--- src/rtl/ex_mem_reg_if.sv ---
// EX/MEM stage boundary bundle: EX-side results in, registered MEM-side copies out.
// master = EX stage / driver, slave = the pipeline register itself.
interface ex_mem_reg_if #(
  parameter int unsigned DATA_W     = 32,
  parameter int unsigned REG_ADDR_W = 5,
  parameter int unsigned WB_W       = 2
);
  logic [WB_W-1:0]       EX_wb;
  logic [2:0]            EX_m;
  logic [DATA_W-1:0]     EX_branch_target;
  logic                  EX_zero;
  logic [DATA_W-1:0]     EX_alu_result;
  logic [DATA_W-1:0]     EX_reg_data2;
  logic [REG_ADDR_W-1:0] EX_mux_out;

  logic [WB_W-1:0]       MEM_wb;
  logic                  MEM_branch;
  logic                  MEM_mem_read;
  logic                  MEM_mem_write;
  logic [DATA_W-1:0]     MEM_branch_target;
  logic                  MEM_zero;
  logic [DATA_W-1:0]     MEM_alu_result;
  logic [DATA_W-1:0]     MEM_reg_data2;
  logic [REG_ADDR_W-1:0] MEM_mux_out;

  modport master (
    output EX_wb, EX_m, EX_branch_target, EX_zero, EX_alu_result, EX_reg_data2, EX_mux_out,
    input  MEM_wb, MEM_branch, MEM_mem_read, MEM_mem_write, MEM_branch_target, MEM_zero,
           MEM_alu_result, MEM_reg_data2, MEM_mux_out
  );

  modport slave (
    input  EX_wb, EX_m, EX_branch_target, EX_zero, EX_alu_result, EX_reg_data2, EX_mux_out,
    output MEM_wb, MEM_branch, MEM_mem_read, MEM_mem_write, MEM_branch_target, MEM_zero,
           MEM_alu_result, MEM_reg_data2, MEM_mux_out
  );
endinterface

--- src/rtl/ex_mem_reg.sv ---
// EX/MEM pipeline register: captures EX results every rising edge, presents them to MEM.
// Synchronous active-low clear via startin; the 3-bit M field is split into MEM strobes.
module ex_mem_reg #(
  parameter int unsigned DATA_W     = 32,
  parameter int unsigned REG_ADDR_W = 5,
  parameter int unsigned WB_W       = 2
) (
  input  logic          clk,
  input  logic          startin,
  ex_mem_reg_if.slave   bus
);

  logic [WB_W-1:0]       wb_q;
  logic                  branch_q;
  logic                  mem_read_q;
  logic                  mem_write_q;
  logic [DATA_W-1:0]     branch_target_q;
  logic                  zero_q;
  logic [DATA_W-1:0]     alu_result_q;
  logic [DATA_W-1:0]     reg_data2_q;
  logic [REG_ADDR_W-1:0] mux_out_q;

  // Clear dominates capture; no enable, so a new value lands every cycle otherwise.
  always_ff @(posedge clk) begin
    if (!startin) begin
      wb_q            <= '0;
      branch_q        <= 1'b0;
      mem_read_q      <= 1'b0;
      mem_write_q     <= 1'b0;
      branch_target_q <= '0;
      zero_q          <= 1'b0;
      alu_result_q    <= '0;
      reg_data2_q     <= '0;
      mux_out_q       <= '0;
    end else begin
      wb_q            <= bus.EX_wb;
      branch_q        <= bus.EX_m[2];
      mem_read_q      <= bus.EX_m[1];
      mem_write_q     <= bus.EX_m[0];
      branch_target_q <= bus.EX_branch_target;
      zero_q          <= bus.EX_zero;
      alu_result_q    <= bus.EX_alu_result;
      reg_data2_q     <= bus.EX_reg_data2;
      mux_out_q       <= bus.EX_mux_out;
    end
  end

  assign bus.MEM_wb            = wb_q;
  assign bus.MEM_branch        = branch_q;
  assign bus.MEM_mem_read      = mem_read_q;
  assign bus.MEM_mem_write     = mem_write_q;
  assign bus.MEM_branch_target = branch_target_q;
  assign bus.MEM_zero          = zero_q;
  assign bus.MEM_alu_result    = alu_result_q;
  assign bus.MEM_reg_data2     = reg_data2_q;
  assign bus.MEM_mux_out       = mux_out_q;

endmodule

--- src/flat_wrapper.sv ---
// flat-port wrapper written by rule: the top's interface ports become plain ports
module ex_mem_reg_flat 
#(
  parameter int unsigned DATA_W     = 32,
  parameter int unsigned REG_ADDR_W = 5,
  parameter int unsigned WB_W       = 2
)
  (clk, startin, bus_EX_wb, bus_EX_m, bus_EX_branch_target, bus_EX_zero, bus_EX_alu_result, bus_EX_reg_data2, bus_EX_mux_out, bus_MEM_wb, bus_MEM_branch, bus_MEM_mem_read, bus_MEM_mem_write, bus_MEM_branch_target, bus_MEM_zero, bus_MEM_alu_result, bus_MEM_reg_data2, bus_MEM_mux_out);
  ex_mem_reg_if #(.DATA_W(DATA_W), .REG_ADDR_W(REG_ADDR_W), .WB_W(WB_W)) bus_i ();
  input  logic clk;
  input  logic startin;
  input wire logic [$bits(bus_i.EX_wb)-1:0] bus_EX_wb;
  input wire logic [$bits(bus_i.EX_m)-1:0] bus_EX_m;
  input wire logic [$bits(bus_i.EX_branch_target)-1:0] bus_EX_branch_target;
  input wire logic [$bits(bus_i.EX_zero)-1:0] bus_EX_zero;
  input wire logic [$bits(bus_i.EX_alu_result)-1:0] bus_EX_alu_result;
  input wire logic [$bits(bus_i.EX_reg_data2)-1:0] bus_EX_reg_data2;
  input wire logic [$bits(bus_i.EX_mux_out)-1:0] bus_EX_mux_out;
  output wire logic [$bits(bus_i.MEM_wb)-1:0] bus_MEM_wb;
  output wire logic [$bits(bus_i.MEM_branch)-1:0] bus_MEM_branch;
  output wire logic [$bits(bus_i.MEM_mem_read)-1:0] bus_MEM_mem_read;
  output wire logic [$bits(bus_i.MEM_mem_write)-1:0] bus_MEM_mem_write;
  output wire logic [$bits(bus_i.MEM_branch_target)-1:0] bus_MEM_branch_target;
  output wire logic [$bits(bus_i.MEM_zero)-1:0] bus_MEM_zero;
  output wire logic [$bits(bus_i.MEM_alu_result)-1:0] bus_MEM_alu_result;
  output wire logic [$bits(bus_i.MEM_reg_data2)-1:0] bus_MEM_reg_data2;
  output wire logic [$bits(bus_i.MEM_mux_out)-1:0] bus_MEM_mux_out;
  assign bus_i.EX_wb = bus_EX_wb;
  assign bus_i.EX_m = bus_EX_m;
  assign bus_i.EX_branch_target = bus_EX_branch_target;
  assign bus_i.EX_zero = bus_EX_zero;
  assign bus_i.EX_alu_result = bus_EX_alu_result;
  assign bus_i.EX_reg_data2 = bus_EX_reg_data2;
  assign bus_i.EX_mux_out = bus_EX_mux_out;
  assign bus_MEM_wb = bus_i.MEM_wb;
  assign bus_MEM_branch = bus_i.MEM_branch;
  assign bus_MEM_mem_read = bus_i.MEM_mem_read;
  assign bus_MEM_mem_write = bus_i.MEM_mem_write;
  assign bus_MEM_branch_target = bus_i.MEM_branch_target;
  assign bus_MEM_zero = bus_i.MEM_zero;
  assign bus_MEM_alu_result = bus_i.MEM_alu_result;
  assign bus_MEM_reg_data2 = bus_i.MEM_reg_data2;
  assign bus_MEM_mux_out = bus_i.MEM_mux_out;
  ex_mem_reg #(.DATA_W(DATA_W), .REG_ADDR_W(REG_ADDR_W), .WB_W(WB_W)) u_core (.clk(clk), .startin(startin), .bus(bus_i));
endmodule
--- config.mk ---
export PLATFORM = sky130hd
export DESIGN_NAME = ex_mem_reg_flat
export DESIGN_NICKNAME = d
export VERILOG_FILES = /design/src/rtl/ex_mem_reg_if.sv /design/src/rtl/ex_mem_reg.sv /design/src/flat_wrapper.sv
export SDC_FILE = /design/constraint.sdc
export NUM_CORES = 1
export LEC_CHECK = 0
export CELL_PAD_IN_SITES_DETAIL_PLACEMENT = 1
export CELL_PAD_IN_SITES_GLOBAL_PLACEMENT = 1
export CORE_MARGIN = 1
export CORE_UTILIZATION = 24
export CTS_CLUSTER_SIZE = 30
export DETAILED_ROUTE_END_ITERATION = 8
export PLACE_DENSITY_LB_ADDON = 0.1
export SLEW_MARGIN = 40
export SYNTH_ARGS = -nofsm -noshare
export SYNTH_HDL_FRONTEND = slang
export SYNTH_SLANG_ARGS = --single-unit
--- constraint.sdc ---
create_clock -name clk -period 0.8 [get_ports clk]
set_input_delay 0.2 -clock clk [delete_from_list [all_inputs] [get_ports clk]]
set_output_delay 0.2 -clock clk [all_outputs]
set_load 0.02 [all_outputs]
==> summary.md, run 1 <==
| Metric | Value |
|---|---|
| Status | finished, violations left |
| Violated checks | DRC, setup timing |
| Avg Synthesized Cell Area | 12.85 um2 |
| Total CTS buffers | 9 |
| Worst Hold Class | input pin to flip-flop |
| Max FO, Critical Path | 1 |
| Syn Nets | about 330 |
| Crit path depth | 1 |
| Met2 Usage GRT | between 20% and 30% |
| Worst setup SP type | flip-flop |
| FF+latch count, synth | about 110 |
| Final WL | 8.169 mm |
| Endpoints failing hold | 0 |
| Critical Path Slowest Stage Cell | dfxtp_2 |
| Worst-path clk slew | 0.06 ns |
| Slew Limit Headroom | 88.18% |
| Post-synthesis sequential area ratio | 74.08% |
| Max Freq | 1013 MHz |
| Core area | roughly 12000 um2 |
| Clock tree buffer depth | 2 |
| Synth warn | 0 |
| Max rail drop VDD | 0.001415 V |
| Critical Path End Type | primary output |
| Total grt overflow | 0 |
| Initial antenna violation count | 0 |
| Final non-filler cell total | roughly 600 |
| Switching share of power | ~22% |
| CTS tree | built |
| Gpl congestion | 0.6934 |
| Pre-Repair DR Iteration Count | 6 |
| H-tree depth | 3 |
| Placed cells | around 570 |
| WL per Instance | 13.89 um |
| Crit path max-delay family | flip-flops |
| Num rows | 39 |
| Cell internal pwr | 9257 uW |
| Hold path startpoint | startin |
| DP Wirelength | roughly 6 mm |
| Actual slew at the worst max-slew pin | 0.1773 ns |
| IO Port Bufs | 215 |
| DRC viols | 17 |
| Gate power share | 15.0% |
| Synth Flop Type | dfxtp_1 |
| Total power | 11870 uW |
| Seq pwr share | 48.9% |
| Die width | 111.8 um |
| Clock Root Buffer | clkbuf_16 |
| PnR worst setup slack | -0.1869 ns |
| Starting DRT DRC Count | 65 |
| Final net count | around 550 |
| Clock power frac | 36.2% |
| DIE HEIGHT | 111.8 um |
| Number of synthesized flops with an enable pin | 0 |
| Static Leak | 0.002441 uW |
| Worst Hold End | u_core.bus.MEM_branch_target[12] |
| First-pass GRT wire length | 12.50 mm |
| Yosys top cell by area | dfxtp_1 |
| # fillers | 1201 |
| Post-CTS Setup Repair Bufs | 0 |
| PwrDens | 2072 nW/um2 |
| Setup repair after global routing missed its margin | yes |
| Grt met1 use | 13.01% |
| Fin Setup TNS | -19.03 ns |
| Critical path cell sequence | buf_6 |
| Largest net degree at the start of global routing | 55 |
| Vias in the first global route | 2462 |
| All-layer global routing usage | between 10% and 20% |
| Post-CTS Resized | 750 |
| Top Ports | 216 |
| Initial Utilization | 25.00% |
| Final Max Slew Viols | 0 |
| Vias per cell | 3.879 |
| CP arrival | 0.79 ns |
| CTS Hold Buffers Added | 0 |
| Via count | 2281 |
| Post-synth top area share | between 70 and 80% |
| Die area | approximately 12000 um2 |
| Crit-path max cell delay | ~0.32 ns |
| Synth cell count leaders | and2_1 (107), dfxtp_1 (107), buf_2 (7) |
| CTS Sinks | 107 |
| Switch Pwr | 2612 uW |
| Max-capacitance violation count | 0 |
| P&R area growth vs syn | 98.10% |
| Grt met3 use | a little under a tenth |
| Post-route ant nets | 0 |
| Post-layout util | 49.53% |
| Gr busiest metal | met2 |
| Fin crit share | 123.4% |
| Top cells by area, synth | dfxtp_1 (74%), and2_1 (23%), buf_6 (1.6%) |
| Final Critical Period | a little under 1 ns |
| Diodes inserted | 0 |
| Hold Crit Depth | 3 |
| WS Path Type | flip-flop to primary output |
| WP data required | 0.60 ns |
| Synth Instances | roughly 230 |
| Layout cells sized above 1 | about half |
| Setup violations, final | 107 |
| Count of cell types in the netlist | 4 |
| Post-synth design cell area | 2892 um2 |
| Buf+Inv Stages, Crit Path | 1 |
| Ys async rst share | 0% |
## worst max path at each step
stage | from | endpoint | slack, ns
2_1_floorplan | startin | u_core.bus.MEM_mux_out[0] | 0.14
3_3_place_gp | u_core.bus.MEM_branch_target[19] | bus_MEM_branch_target[19] | -0.34
3_5_place_dp | u_core.bus.MEM_branch_target[19] | bus_MEM_branch_target[19] | -0.36
4_1_cts | u_core.bus.MEM_branch_target[19] | bus_MEM_branch_target[19] | -0.22
5_1_grt | u_core.bus.MEM_branch_target[19] | bus_MEM_branch_target[19] | -0.23
6_report | u_core.bus.MEM_branch_target[19] | bus_MEM_branch_target[19] | -0.19
## flip-flops by register name, indices dropped and copies added (netlist names)
name                          count
u_core.bus.MEM_branch             1
u_core.bus.MEM_mem_read           1
u_core.bus.MEM_mux_out            5
u_core.bus.MEM_wb                 2
u_core.bus.MEM_reg_data2         32
u_core.bus.MEM_alu_result        32
u_core.bus.MEM_zero               1
u_core.bus.MEM_mem_write          1
u_core.bus.MEM_branch_target     32
## placed cells by master (no fill, tap or decap)
master	Yosys	final
and2_1	107	107
buf_12	0	2
buf_2	7	1
buf_6	4	107
bufinv_16	0	1
clkbuf_1	0	1
clkbuf_16	0	9
clkbuf_8	0	1
clkdlybuf4s50_1	0	107
clkinv_2	0	2
dfxtp_2	0	107
## through the flow
stage          setup slack (ns)  hold WS [ns]  area [um2]
2_1_floorplan            0.1404        0.3217        2892
3_3_place_gp            -0.3406        0.7220        5177
3_5_place_dp            -0.3588        0.7222        5177
4_1_cts                 -0.2185        0.3375        5728
5_1_grt                 -0.2311        0.3520        5728
6_report                -0.1869        0.3497        5728
## cell families after synthesis
group                  share of synthesized area (%)
buffers and inverters                          2.769
AND/OR/NAND/NOR                                23.15
flip-flops                                     74.08
## per-layer routing
metal / vias to the layer above / routed length, um
met5: - / 0
met4: 0 / 121
met3: 11 / 1213
met2: 137 / 3914
met1: 1029 / 2919
li1: 1104 / -
## power groups by stage
stage	registers [uW]	logic (uW)	clock network [uW]
2_1_floorplan	6180	236	0
3_3_place_gp	5800	1730	0
3_5_place_dp	5810	1740	0
4_1_cts	5800	1800	4520
5_1_grt	5820	1890	4710
6_report	5800	1780	4290
## area by class of cell
cell class | instances | area [um2] | area share [%]
clock inverter | 3 | 40.04 | 0.6990
sequential | 107 | 2276 | 39.73
clock buffer | 11 | 242.7 | 4.238
tap | 143 | 178.9 | 3.124
timing repair buffer | 217 | 2321 | 40.52
multi-input combinational | 107 | 669.4 | 11.69
Power figures use the tool's default switching activity.
==> run 2: changes to the inputs <==
Settings changed: GPL_ROUTABILITY_DRIVEN from default to 0, REMOVE_ABC_BUFFERS from default to 1.
Clock period 0.8 ns to 1.1 ns, I/O delays scaled along.
==> summary.md, run 2 (synthesized netlist as in run 1, its figures left out) <==
| Metric | Value |
|---|---|
| Switch Pwr | about 1900 uW |
| Initial Utilization | 25.00% |
| DP Wirelength | 5.884 mm |
| Critical Path End Type | primary output |
| Die width | 111.8 um |
| Pre-CTS setup slack | -0.09986 ns |
| Core area | around 12000 um2 |
| Fin Setup TNS | 0 ns |
| Vias in the first global route | 2329 |
| Worst-path clk slew | 0.07 ns |
| PnR worst setup slack | 0.02567 ns |
| Most frequent cells in the layout | and2_1 (107), clkdlybuf4s50_1 (107), buf_6 (63), dfxtp_2 (54), dfxtp_1 (53) |
| Layout cells sized above 1 | around two fifths |
| Slew Limit Headroom | 87.36% |
| DIE HEIGHT | 111.8 um |
| IO Port Bufs | around 220 |
| Setup violations, final | 0 |
| P&R area growth vs syn | 91.04% |
| Final WL | 8.022 mm |
| Post-route ant nets | 0 |
| Largest net degree at the start of global routing | 59 |
| # fillers | 1230 |
| Max rail drop VDD | 0.0006185 V |
| Clock Root Buffer | clkbuf_16 |
| Endpoints failing hold | 0 |
| Gate power share | roughly 14% |
| Critical path cell sequence | buf_6 |
| Starting DRT DRC Count | 56 |
| Via count | 2286 |
| Worst setup SP type | flip-flop |
| Critical Path Slowest Stage Cell | dfxtp_1 |
| WL per Instance | 13.60 um |
| Seq pwr share | 48.4% |
| Clock tree buffer depth | 2 |
| Crit path max-delay family | flip-flops |
| Worst Hold Class | input pin to flip-flop |
| WS Path Type | flip-flop to primary output |
| Max-capacitance violation count | 0 |
| Pre-Repair DR Iteration Count | 6 |
| Fin crit share | 97.67% |
| Final Critical Period | 1.074 ns |
| CTS Hold Buffers Added | 0 |
| Status | finished, violations left |
| DRC viols | 16 |
| Max Freq | 930.8 MHz |
| Final Max Slew Viols | 0 |
| Vias per cell | between 3 and 4 |
| Initial antenna violation count | 0 |
| WP data required | 0.82 ns |
| Total power | 8632 uW |
| CP arrival | roughly 0.8 ns |
| Buf+Inv Stages, Crit Path | 1 |
| PwrDens | around 1600 nW/um2 |
| First-pass GRT wire length | roughly 13 mm |
| Die area | 12490 um2 |
| Final net count | 551 |
| Total CTS buffers | 9 |
| Static Leak | around 0.0024 uW |
| Setup repair after global routing missed its margin | yes |
| Post-CTS Setup Repair Bufs | 0 |
| Post-layout util | 47.77% |
| CTS tree | built |
| Crit-path max cell delay | 0.34 ns |
| CTS Sinks | 107 |
| Violated checks | DRC |
| H-tree depth | 3 |
| Total grt overflow | 0 |
| Cell internal pwr | 6713 uW |
| Hold Slack | 0.4109 ns |
| Max FO, Critical Path | 1 |
| All-layer global routing usage | 13.35% |
| Num rows | 39 |
| Top Ports | 216 |
| Clock power frac | 37.2% |
| Diodes inserted | 0 |
| Actual slew at the worst max-slew pin | about 0.19 ns |
| Switching share of power | 22.23% |
run 2: cell types whose count changed in the layout (fill, tap and decap cells not counted):
cell,change
buf_4,+44
buf_6,-44
bufinv_16,-1
clkbuf_1,-1
clkbuf_8,+4
clkinv_2,-2
clkinv_4,+1
clkinvlp_4,+1
dfxtp_1,+53
dfxtp_2,-53
run 2: path summary, 6_finish.rpt:
check                                   startpoint                                to  slack (ns)  cells after the start
worst max-delay path  u_core.bus.MEM_reg_data2[30]             bus_MEM_reg_data2[30]        0.03                      1
worst min-delay path                       startin  u_core.bus.MEM_branch_target[23]        0.41                      3
run 2: stage by stage:
step	cells	instance area, um2
CTS	590	5159
global placement	574	5177
detailed placement	574	5177
floorplan	214	2811
finish	590	5524
global route	590	5524
run 2: per-layer routing:
layer	GRT usage, %	vias to the layer above	part of all wire [%]
met5	0	-	0
met4	7.297	0	2.1
met3	7.512	12	14
met2	21.16	134	48
met1	14.02	1031	36
li1	-	1109	-
run 2: layout make-up:
| class | instances | area [um2] | share of cell area, % |
|---|---|---|---|
| clock buffers | 14 | 294.0 | 5.323 |
| clock inverters | 2 | 16.27 | 0.2945 |
| multi-input cells | 107 | 669.4 | 12.12 |
| flip-flops and latches | 107 | 2210 | 40.00 |
| well taps | 143 | 178.9 | 3.239 |
| repair buffers | 217 | 2156 | 39.03 |
run 2: power by group through the flow:
stage	sequential, uW	combinational [uW]	clock, uW
after floorplan	4490	125	0
after global placement	4220	1250	0
after detailed placement	4220	1260	0
after CTS	4140	1150	3370
after global routing	4200	1320	3550
final	4180	1240	3210
run 2: what timing repair did:
| item | 4_1_cts | 5_1_grt |
|---|---|---|
| pin swaps | 0 | 0 |
| cloned | 0 | 0 |
| resized for setup | 508 | 144 |
| endpoints found under the setup margin | 107 | 87 |
